**config.mk**
```make
export PLATFORM = sky130hd
export DESIGN_NAME = rr_decoder_driver
export DESIGN_NICKNAME = d
export VERILOG_FILES = /design/src/rtl/rr_decoder_driver_pkg.sv /design/src/rtl/rr_pick.sv /design/src/rtl/rr_decoder_driver.sv
export SDC_FILE = /design/constraint.sdc
export NUM_CORES = 1
export LEC_CHECK = 0
export CAP_MARGIN = 20
export CORE_ASPECT_RATIO = 1.2
export CORE_MARGIN = 1
export CORE_UTILIZATION = 40
export CTS_CLUSTER_SIZE = 30
export DETAILED_ROUTE_END_ITERATION = 8
export GPL_ROUTABILITY_DRIVEN = 0
export PLACE_DENSITY = 0.7
export SLEW_MARGIN = 25
export SYNTH_ARGS = -nofsm -noshare
export SYNTH_HDL_FRONTEND = slang
export SYNTH_SLANG_ARGS = --single-unit
```
**constraint.sdc**
```tcl
create_clock -name clk -period 2.01 [get_ports clk]
set_input_delay 0.201 -clock clk [delete_from_list [all_inputs] [get_ports clk]]
set_output_delay 0.201 -clock clk [all_outputs]
set_load 0.005 [all_outputs]
```
**src/rtl/rr_decoder_driver_pkg.sv**
```systemverilog
// Shared constants for the round-robin decoder driver: FSM encodings,
// reset pointer and hold counter width.
package rr_decoder_driver_pkg;

  localparam logic [1:0] ST_IDLE  = 2'b00;
  localparam logic [1:0] ST_SETUP = 2'b01;
  localparam logic [1:0] ST_GRANT = 2'b10;

  // Pointer reset to 3 so requester 0 is searched first after reset.
  localparam logic [1:0] LAST_RST = 2'd3;

  localparam int HOLD_W = 8;

endpackage

```
**src/rtl/rr_pick.sv**
```systemverilog
// Combinational round-robin search: starts one past the last winner and
// wraps around, ending on the last winner itself.
module rr_pick (
  input  logic       req0,
  input  logic       req1,
  input  logic       req2,
  input  logic       req3,
  input  logic [1:0] last,
  output logic [1:0] winner,
  output logic       any
);

  logic [3:0] req_vec;
  logic [1:0] idx;

  assign req_vec = {req3, req2, req1, req0};

  // Scanning from the farthest candidate down lets the nearest asserted
  // request overwrite the others, so no early exit is needed.
  always_comb begin
    winner = last;
    any    = 1'b0;
    idx    = last;
    for (int k = 4; k >= 1; k--) begin
      idx = last + 2'(k);
      if (req_vec[idx]) begin
        winner = idx;
        any    = 1'b1;
      end
    end
  end

endmodule

```
**src/rtl/rr_decoder_driver.sv**
```systemverilog
// Round-robin arbiter driving a 2-to-4 enable decoder: address is settled a
// full cycle before enable rises, and ownership is bounded by MAX_HOLD.
module rr_decoder_driver
  import rr_decoder_driver_pkg::*;
#(
  parameter int MAX_HOLD = 8
) (
  input  logic clk,
  input  logic reset,
  input  logic req0,
  input  logic req1,
  input  logic req2,
  input  logic req3,
  input  logic done,
  output logic address0,
  output logic address1,
  output logic enable,
  output logic expired,
  output logic busy
);

  logic [1:0]        state_q, state_d;
  logic [1:0]        addr_q, addr_d;
  logic [1:0]        last_q, last_d;
  logic [HOLD_W-1:0] hold_cnt_q, hold_cnt_d;
  logic              enable_q, enable_d;
  logic              expired_q, expired_d;
  logic              busy_q, busy_d;

  logic [3:0] req_vec;
  logic [1:0] winner;
  logic       any_req;
  logic       owner_req;
  logic       timeout;
  logic       release_now;

  rr_pick u_pick (
    .req0   (req0),
    .req1   (req1),
    .req2   (req2),
    .req3   (req3),
    .last   (last_q),
    .winner (winner),
    .any    (any_req)
  );

  assign req_vec     = {req3, req2, req1, req0};
  assign owner_req   = req_vec[addr_q];
  assign timeout     = (hold_cnt_q == HOLD_W'(MAX_HOLD - 1));
  assign release_now = done || !owner_req || timeout;

  always_comb begin
    // NOTE: every signal gets a default first, so no branch can infer a latch.
    state_d    = state_q;
    addr_d     = addr_q;
    last_d     = last_q;
    hold_cnt_d = hold_cnt_q;
    expired_d  = 1'b0;
    case (state_q)
      ST_IDLE: begin
        if (any_req) begin
          addr_d  = winner;
          last_d  = winner;
          state_d = ST_SETUP;
        end
      end
      ST_SETUP: begin
        state_d    = ST_GRANT;
        hold_cnt_d = '0;
      end
      ST_GRANT: begin
        hold_cnt_d = hold_cnt_q + HOLD_W'(1);
        if (release_now) begin
          state_d   = ST_IDLE;
          expired_d = timeout && !done && owner_req;
        end
      end
      default: state_d = ST_IDLE;
    endcase
    enable_d = (state_d == ST_GRANT);
    busy_d   = (state_d != ST_IDLE);
  end

  always_ff @(posedge clk) begin
    // NOTE: state uses non-blocking assignments; reset is synchronous here.
    if (reset) begin
      state_q    <= ST_IDLE;
      addr_q     <= 2'b00;
      last_q     <= LAST_RST;
      hold_cnt_q <= '0;
      enable_q   <= 1'b0;
      expired_q  <= 1'b0;
      busy_q     <= 1'b0;
    end else begin
      state_q    <= state_d;
      addr_q     <= addr_d;
      last_q     <= last_d;
      hold_cnt_q <= hold_cnt_d;
      enable_q   <= enable_d;
      expired_q  <= expired_d;
      busy_q     <= busy_d;
    end
  end

  assign address0 = addr_q[0];
  assign address1 = addr_q[1];
  assign enable   = enable_q;
  assign expired  = expired_q;
  assign busy     = busy_q;

endmodule

```
==> impl_metrics.csv, run 1 <==
group,metric,value,unit
status,status,"completed",
final_layout,final_area,1119,µm²
setup_path,r2r_start,"state_q[0]$_SDFF_PP0_",
logic_synthesis,syn_area_per_cell,8.617,µm²
logic_synthesis,ys_types,34,
placed_design,port_buffers,11,
route,routed.top_layer,"met4",
logic_synthesis,synth_area_leader_cell,"dfxtp_1",
power,p_leak,0.0004286,µW
setup_path,crit_fanout,5,
floorplanning,die_h,54.35,µm
logic_synthesis,synth_seq_cells,17,
final_layout,nets,136,
logic_synthesis,synth_compound_area_share,20.68,%
route,routedWlPerCell,11.88,µm
power,power_density,1054,nW/µm²
route,first_iter_violations,8,
route,drt_pass1_iterations,4,
route,viasPerCell,5.260,
timing,layout_setup_ws,272.6,ps
timing,drv_slew,0,
timing,rsz0062_at_grt,"false",
clocking,cts_tree,"done",
hold_path,hold_depth,2,
clocking,cts_buffers,3,
logic_synthesis,synth_cells,106,
route,drt-met1-wl,906,µm
logic_synthesis,synth_top_family_by_area,"simple AND/OR/NAND/NOR gates",
timing,whs,491.1,ps
logic_synthesis,synth_seq_area_share,37.26,%
clocking,htree_levels,1,
placed_design,dp_hpwl,1301,µm
hold_path,hp-start,"hold_cnt_q[7]$_SDFFE_PP0P_",
power,p_total,1179,µW
clocking,clkLatencyLatePin,300,ps
logic_synthesis,netlist_top_cells_area,"dfxtp_1 37%, a21oi_1 6.0%, ha_1 5.5%",
floorplanning,die-area,2479,µm²
logic_synthesis,yosysWarnings,0,
clocking,post_cts_buffers,0,
logic_synthesis,synth_adder_area_share,5.479,%
timing,min_period_over_period,86.44,%
setup_path,critPathRequiredTime,2230,ps
logic_synthesis,synth_xor_area_share,3.836,%
logic_synthesis,mappedNetlistArea,913.4,µm²
floorplanning,row_count,18,
route,wl_met2,826,µm
setup_path,r2r_end,"state_q[1]$_SDFF_PP0_",
grt,antenna_found_initial,0,
logic_synthesis,yosys.area.top_type_share,37.26,%
logic_synthesis,async_flop_share,0,%
setup_path,reg2regPathDepth,6,
power,peakVddDrop,490.8,µV
floorplanning,initial_utilization,43.14,%
final_layout,diodes,0,
route,totalWireLength,1829,µm
logic_synthesis,synth-main-ff-cell,"dfxtp_1",
timing,setup_violations,0,
grt,grt_max_degree,14,
timing,max_slew_margin,69.31,%
clocking,cts-root-buf,"clkbuf_4",
clocking,clockBufferDepth,2,
setup_path,arrival,1960,ps
grt,grt_pass1_vias,748,
timing,fmax,575.6,MHz
grt,globalRouteTotalUtil,17.28,%
setup_path,crit_path_cell_trace,"inv_1 > ha_1 > and2b_1 > nand2_1 > or4b_4 > a21oi_1",
route,antenna_left,0,
setup_path,max_stage_delay,500,ps
clocking,postCtsHoldBufs,0,
run,maxCapViolations,0,
grt,grt_overflow,0,
placed_design,place_area,1091,µm²
floorplanning,die_x,45.62,µm
hold_path,holdPathEnd,"hold_cnt_q[7]$_SDFFE_PP0P_",
setup_path,r2r_slack,270,ps
logic_synthesis,synthesis.nets,117,
clocking,cts.repair.resized,0,
route,wl_met3,53,µm
timing,finalCriticalPeriod,1737,ps
route,vias,810,
timing,finalSetupTns,0,ps
timing,tightest_slew,459.0,ps
route,post-route-drc-count,0,
grt,grt_pass1_wl,3070,µm
setup_path,crit_path_top_delay_cell,"or4b_4",
clocking,cts_sinks,17,
setup_path,worst_setup_path_end_kind,"register",
logic_synthesis,synth-simple-area-share,27.81,%
logic_synthesis,synth_most_common_cell,"dfxtp_1",
setup_path,start_kind,"register",
hold_path,hold_class,"register to register",
floorplanning,core_area,2117,µm²
logic_synthesis,yosys-top-cells-count,"17 x dfxtp_1, 11 x a21oi_1, 8 x nand2_1",
logic_synthesis,synth_edf_count,0,
placed_design,pre_cts_ws,96.16,ps
logic_synthesis,synth.area.mux_share,2.466,%
final_layout,drive_above_1_share,9.677,%
floorplanning,ios,12,
setup_path,crit_type,"register to register",
clocking,clkSlewWorstSetupHoldPaths,110,ps
final_layout,synthToLayoutAreaGrowth,22.47,%
timing,fin_skew,10.45,ps
timing,hold_viol,0,
==> cells by family after synthesis <==
family | count (synthesis)
simple gates | 44
compound gates | 30
flops | 17
buf+inv | 6
xor+xnor | 4
fa+ha+maj | 4
mux | 1
==> layout by cell type (no fill, tap or decap), types with 2 or more instances in the layout <==
cell type	n
nand4_1	3
and3_1	2
inv_1	4
clkdlybuf4s50_1	11
a21o_1	3
ha_1	4
clkbuf_4	3
a21oi_1	11
or3_1	2
nor2_1	7
nand2_1	8
o21bai_1	3
nand2b_1	4
dfxtp_1	17
o21ai_0	7
xor2_1	4
nor3_1	4
nor2b_1	3
buf_4	5
nor4_1	2
==> area by class of cell <==
type                    instances  area (µm²)
clock buffers                   3       22.52
clock inverters                 1       5.005
fillers                       219       998.5
inverters                       4       15.01
multi-input cells              83       550.5
flip-flops and latches         17       340.3
well taps                      30       37.54
repair buffers                 16       147.6
==> state kept, by name (all words and copies together), names as in the netlist <==
signal,count
last_q,2
addr_q,2
hold_cnt_q,8
expired,1
state_q,2
enable,1
busy,1
==> report_power, final <==
| part | internal, µW | switching [µW] | total, µW |
|---|---|---|---|
| logic | 264 | 255 | 519 |
| registers | 404 | 68.7 | 472 |
| clock network | 74.1 | 113 | 187 |
==> per-layer routing <==
metal,GRT usage [%],vias to the layer above
met2,27.14,15
met5,0,-
li1,-,420
met4,10.10,0
met1,22.33,370
met3,2.310,5
==> critical path, delay by kind of cell (launching register included) <==
| kind | cells | cell delay (ps) |
|---|---|---|
| buffers and inverters | 1 | 110 |
| AOI/OAI and AO/OA | 1 | 190 |
| and+or+nand+nor | 3 | 760 |
| DFF | 1 | 370 |
| adders and majority gates | 1 | 230 |
==> how the worst max path moves through the flow <==
stage | from | cells after the start | slack (ps) | endpoint
2_1_floorplan | state_q[0]$_SDFF_PP0_ | 6 | 330 | hold_cnt_q[7]$_SDFFE_PP0P_
3_3_place_gp | req1 | 5 | 150 | busy$_SDFF_PP0_
3_5_place_dp | req1 | 5 | 100 | state_q[1]$_SDFF_PP0_
4_1_cts | state_q[0]$_SDFF_PP0_ | 6 | 280 | state_q[1]$_SDFF_PP0_
5_1_grt | state_q[0]$_SDFF_PP0_ | 6 | 140 | state_q[1]$_SDFF_PP0_
6_report | state_q[0]$_SDFF_PP0_ | 6 | 270 | state_q[1]$_SDFF_PP0_
==> metrics by stage <==
stage	cells	util (%)
5_1_grt	154	52.84
3_5_place_dp	150	51.54
4_1_cts	154	52.84
3_3_place_gp	150	51.54
6_report	154	52.84
2_1_floorplan	106	-
(Power assumes the default switching activity.)
==> inputs of run 2 (changes only) <==
--- a/config.mk
+++ b/config.mk
@@ -11,7 +11,6 @@
 export CORE_UTILIZATION = 40
 export CTS_CLUSTER_SIZE = 30
 export DETAILED_ROUTE_END_ITERATION = 8
-export GPL_ROUTABILITY_DRIVEN = 0
 export PLACE_DENSITY = 0.7
 export SLEW_MARGIN = 25
 export SYNTH_ARGS = -nofsm -noshare
==> constraint.sdc (replaced) <==
create_clock -name clk -period 1.6 [get_ports clk]
set_input_delay 0.16 -clock clk [delete_from_list [all_inputs] [get_ports clk]]
set_output_delay 0.16 -clock clk [all_outputs]
set_load 0.005 [all_outputs]
==> impl_metrics.csv, run 2 (synthesis results as in run 1) <==
group,metric,value,unit
clocking,clkLatencyLatePin,280,ps
setup_path,crit_path_top_delay_cell,"or4b_4",
grt,grt_overflow,0,
clocking,postCtsHoldBufs,0,
timing,fin_skew,6.465,ps
clocking,cts_tree,"done",
placed_design,gp_congestion,0.9179,
floorplanning,initial_utilization,43.14,%
setup_path,critPathRequiredTime,1810,ps
setup_path,max_stage_delay,500,ps
route,drt-met1-wl,988,µm
setup_path,crit_fanout,4,
final_layout,layout_commonest_cell,"buf_4",
timing,max_slew_margin,67.84,%
final_layout,fin_util,58.22,%
grt,grt_pass1_wl,3312,µm
final_layout,final_area,1232,µm²
grt,grt_max_degree,14,
route,totalWireLength,2086,µm
floorplanning,die_x,45.62,µm
hold_path,hold_depth,2,
route,routedWlPerCell,12.57,µm
power,intPower,1019,µW
timing,rsz0062_at_grt,"true",
power,clock_power_share,13.9,%
final_layout,top_register,"hold_cnt_q",
final_layout,nets,148,
route,first_iter_violations,14,
route,wl_met2,1028,µm
final_layout,diodes,0,
route,antenna_left,0,
setup_path,crit_type,"register to register",
run,maxCapViolations,0,
timing,fmax,643.8,MHz
route,post-route-drc-count,0,
final_layout,largest_register_ffs,8,
setup_path,r2r_slack,50,ps
timing,finalCriticalPeriod,1553,ps
floorplanning,die-area,2479,µm²
power,power_density,1285,nW/µm²
route,wl_met3,59,µm
power,swShare,35.66,%
floorplanning,ios,12,
grt,grt_pass1_vias,836,
floorplanning,die_h,54.35,µm
timing,min_period_over_period,97.08,%
floorplanning,row_count,18,
setup_path,start_kind,"register",
timing,hold_viol,0,
power,p_total,1584,µW
clocking,cts-root-buf,"clkbuf_4",
timing,setup_violations,0,
clocking,htree_levels,1,
final_layout,fin_cells,166,
floorplanning,core_area,2117,µm²
clocking,cts_sinks,17,
setup_path,reg2regPathDepth,5,
clocking,clkSlewWorstSetupHoldPaths,90,ps
placed_design,port_buffers,11,
final_layout,synthToLayoutAreaGrowth,34.93,%
grt,antenna_found_initial,0,
route,routed.top_layer,"met4",
placed_design,place_area,1174,µm²
timing,tightest_slew,480.9,ps
setup_path,arrival,1770,ps
hold_path,hold_class,"register to register",
clocking,cts_buffers,3,
setup_path,crit_path_cell_trace,"ha_1 > nor4bb_4 > nand2_2 > or4b_4 > a21oi_2",
route,viasPerCell,5.343,
timing,whs,502.8,ps
status,status,"completed",
clocking,clockBufferDepth,2,
power,p_leak,0.0004852,µW
final_layout,layout_common_cells,"17 x buf_4, 16 x dfxtp_1, 11 x clkdlybuf4s50_1",
power,p_switching,564.8,µW
power,seqPwrFrac,37.5,%
final_layout,drive_above_1_share,21.32,%
route,vias,887,
route,drt_pass1_iterations,4,
timing,drv_slew,0,
power,peakVddDrop,737.0,µV
placed_design,dp_hpwl,1520,µm
setup_path,worst_setup_path_end_kind,"register",
power,p_comb_share,48.6,%
grt,globalRouteTotalUtil,18.76,%
placed_design,place_inst,161,
-- run 2: critical path: cells and delay by family (launching register included) --
kind,cells,cell delay [ps]
AOI/OAI and AO/OA,1,160
adders and majority gates,1,220
DFF,1,330
and+or+nand+nor,3,780
-- run 2: power by group through the flow --
stage | sequential [µW] | combinational [µW] | clock (µW)
finish | 594 | 770 | 220
global route | 608 | 846 | 257
CTS | 586 | 750 | 232
detailed placement | 596 | 745 | 0
global placement | 590 | 730 | 0
floorplan | 589 | 421 | 0
-- run 2: layout make-up --
| cell class | instances | area, µm² |
|---|---|---|
| clock buffer | 4 | 26.28 |
| fill | 216 | 884.6 |
| inverter | 4 | 15.01 |
| multi-input combinational | 83 | 574.3 |
| sequential | 17 | 341.6 |
| tap | 30 | 37.54 |
| timing repair buffer | 28 | 237.7 |
-- run 2: worst paths after layout --
path,startpoint,endpoint
hold / removal,addr_q[1]$_SDFFE_PP0P_,addr_q[1]$_SDFFE_PP0P_
setup / recovery,hold_cnt_q[0]$_SDFFE_PP0P_,state_q[1]$_SDFF_PP0_
setup reg to reg,hold_cnt_q[0]$_SDFFE_PP0P_,state_q[1]$_SDFF_PP0_
hold reg to reg,addr_q[1]$_SDFFE_PP0P_,addr_q[1]$_SDFFE_PP0P_
-- run 2: per-stage QoR --
stage               TNS (ps)  worst slack (ps)
finish                     0             46.70
global route               0             1.327
CTS                        0             20.47
detailed placement    -959.3            -209.6
global placement      -749.3            -155.4
floorplan                  0             23.54
-- run 2: per-layer routing --
metal,vias to the layer above,global-route usage (%)
met4,0,10.10
met5,-,0
met2,19,32.86
li1,447,-
met1,419,20.85
met3,2,3.960
-- run 2: what timing repair did --
action                     CTS  global route
setup buffers                0             1
setup endpoints to repair    0             7
gates resized for setup      0             9
==> inputs of run 3 (changes only) <==
--- a/config.mk
+++ b/config.mk
@@ -9,10 +9,13 @@
 export CORE_ASPECT_RATIO = 1.2
 export CORE_MARGIN = 1
 export CORE_UTILIZATION = 40
+export CTS_BUF_LIST = sky130_fd_sc_hd__clkbuf_4 sky130_fd_sc_hd__clkbuf_8
 export CTS_CLUSTER_SIZE = 30
 export DETAILED_ROUTE_END_ITERATION = 8
+export HOLD_SLACK_MARGIN = 0.02
 export PLACE_DENSITY = 0.7
 export SLEW_MARGIN = 25
 export SYNTH_ARGS = -nofsm -noshare
 export SYNTH_HDL_FRONTEND = slang
 export SYNTH_SLANG_ARGS = --single-unit
+export TNS_END_PERCENT = 1
==> impl_metrics.csv, run 3 (synthesis results as in run 1) <==
group,metric,value,unit
status,status,"completed",
clocking,cts-root-buf,"clkbuf_4",
clocking,clockBufferDepth,2,
setup_path,reg2regPathDepth,5,
clocking,clkSlewWorstSetupHoldPaths,90,ps
final_layout,fin_util,58.04,%
grt,grt_pass1_wl,3318,µm
final_layout,layout_common_cells,"17 x buf_4, 15 x dfxtp_1, 11 x clkdlybuf4s50_1",
final_layout,largest_register_ffs,8,
grt,top_usage_layer,"met2",
floorplanning,ios,12,
grt,grt_overflow,0,
final_layout,drive_above_1_share,22.79,%
floorplanning,die-area,2479,µm²
floorplanning,die_h,54.35,µm
grt,globalRouteTotalUtil,18.97,%
placed_design,pre_cts_ws,-209.6,ps
placed_design,port_buffers,11,
timing,layout_setup_ws,59.46,ps
grt,grt_pass1_vias,836,
floorplanning,die_x,45.62,µm
setup_path,cp_top_family,"simple AND/OR/NAND/NOR gates",
floorplanning,initial_utilization,43.14,%
setup_path,max_stage_delay,510,ps
timing,min_period_over_period,96.28,%
route,post-route-drc-count,0,
timing,fin_skew,6.379,ps
placed_design,dp_hpwl,1520,µm
run,maxCapViolations,0,
placed_design,gp_congestion,0.9179,
setup_path,r2r_slack,60,ps
grt,met1_usage,20.85,%
route,routedWlPerCell,12.41,µm
hold_path,hold_depth,2,
route,vias,884,
route,totalWireLength,2060,µm
route,antenna_left,0,
route,drt_pass1_iterations,4,
clocking,cts_sinks,17,
setup_path,worst_setup_path_end_kind,"register",
clocking,clkLatencyLatePin,290,ps
grt,antenna_found_initial,0,
setup_path,crit_type,"register to register",
final_layout,synthToLayoutAreaGrowth,34.52,%
timing,finalSetupTns,0,ps
power,p_leak,0.0004860,µW
timing,hold_viol,0,
route,viasPerCell,5.325,
setup_path,crit_fanout,4,
timing,rsz0062_at_grt,"true",
timing,fmax,649.1,MHz
clocking,cts_tree,"done",
final_layout,top_register,"hold_cnt_q",
setup_path,start_kind,"register",
route,first_iter_violations,14,
clocking,cts_buffers,3,
grt,met3_usage,3.960,%
setup_path,arrival,1760,ps
power,power_density,1300,nW/µm²
setup_path,worst-path-stages,5,
setup_path,worst-path-buf-inv,0,
grt,met2_usage,32.86,%
setup_path,critPathRequiredTime,1820,ps
timing,setup_violations,0,
final_layout,nets,148,
timing,max_slew_margin,67.93,%
final_layout,fillers,221,
hold_path,hold_class,"register to register",
timing,finalCriticalPeriod,1541,ps
clocking,postCtsHoldBufs,0,
timing,tightest_slew,479.6,ps
final_layout,diodes,0,
floorplanning,core_area,2117,µm²
setup_path,crit_path_top_delay_cell,"or4b_4",
final_layout,layout_commonest_cell,"buf_4",
floorplanning,row_count,18,
power,peakVddDrop,734.3,µV
grt,grt_max_degree,14,
timing,drv_slew,0,
clocking,htree_levels,1,
setup_path,crit_path_cell_trace,"ha_2 > nor4bb_2 > nand2_1 > or4b_4 > a31oi_2",
-- run 3: worst paths after layout --
path	start	endpoint
max	hold_cnt_q[1]$_SDFFE_PP0P_	busy$_SDFF_PP0_
min	hold_cnt_q[1]$_SDFFE_PP0P_	hold_cnt_q[1]$_SDFFE_PP0P_
max reg2reg	hold_cnt_q[1]$_SDFFE_PP0P_	busy$_SDFF_PP0_
min reg2reg	hold_cnt_q[1]$_SDFFE_PP0P_	hold_cnt_q[1]$_SDFFE_PP0P_
-- run 3: per-stage QoR --
step,std cells,hold slack (ps),instance area (µm²),power [µW]
3_5_place_dp,161,491.9,1174,1341
3_3_place_gp,161,476.7,1174,1320
5_1_grt,166,525.5,1229,1728
4_1_cts,165,504.2,1204,1588
6_report,166,497.8,1229,1597
2_1_floorplan,106,316.0,914.6,1010
-- run 3: cell type report --
| type | count | area, µm² | share of cell area (%) |
|---|---|---|---|
| Timing Repair Buffer | 28 | 237.7 | 19.35 |
| Multi-Input combinational cell | 83 | 565.5 | 46.03 |
| Sequential cell | 17 | 342.8 | 27.90 |
| Tap cell | 30 | 37.54 | 3.055 |
| Clock buffer | 4 | 30.03 | 2.444 |
| Inverter | 4 | 15.01 | 1.222 |
-- run 3: where the power goes --
| part | leakage (µW) | total, µW | switching [µW] | internal (µW) |
|---|---|---|---|---|
| clock | 0.0000184 | 239 | 125 | 114 |
| sequential | 0.000140 | 590 | 82.7 | 508 |
| combinational | 0.000328 | 768 | 355 | 413 |
| total | 0.000486 | 1600 | 563 | 1030 |
-- run 3: tightest hold or removal path: cells and delay by family, from the launching register on --
family | cells | cell delay [ps]
simple gates | 1 | 70
compound gates | 1 | 50
flops | 1 | 340
-- run 3: what timing repair did --
item,in CTS,in global routing
setup buffers,0,1
gates resized for setup,0,9
setup endpoints to repair,0,7
-- run 3: per-layer routing --
| metal | up-vias | wire length (µm) |
|---|---|---|
| li1 | 446 | - |
| met1 | 408 | 939 |
| met5 | - | 0 |
| met2 | 26 | 1012 |
| met4 | 0 | 29 |
| met3 | 4 | 79 |
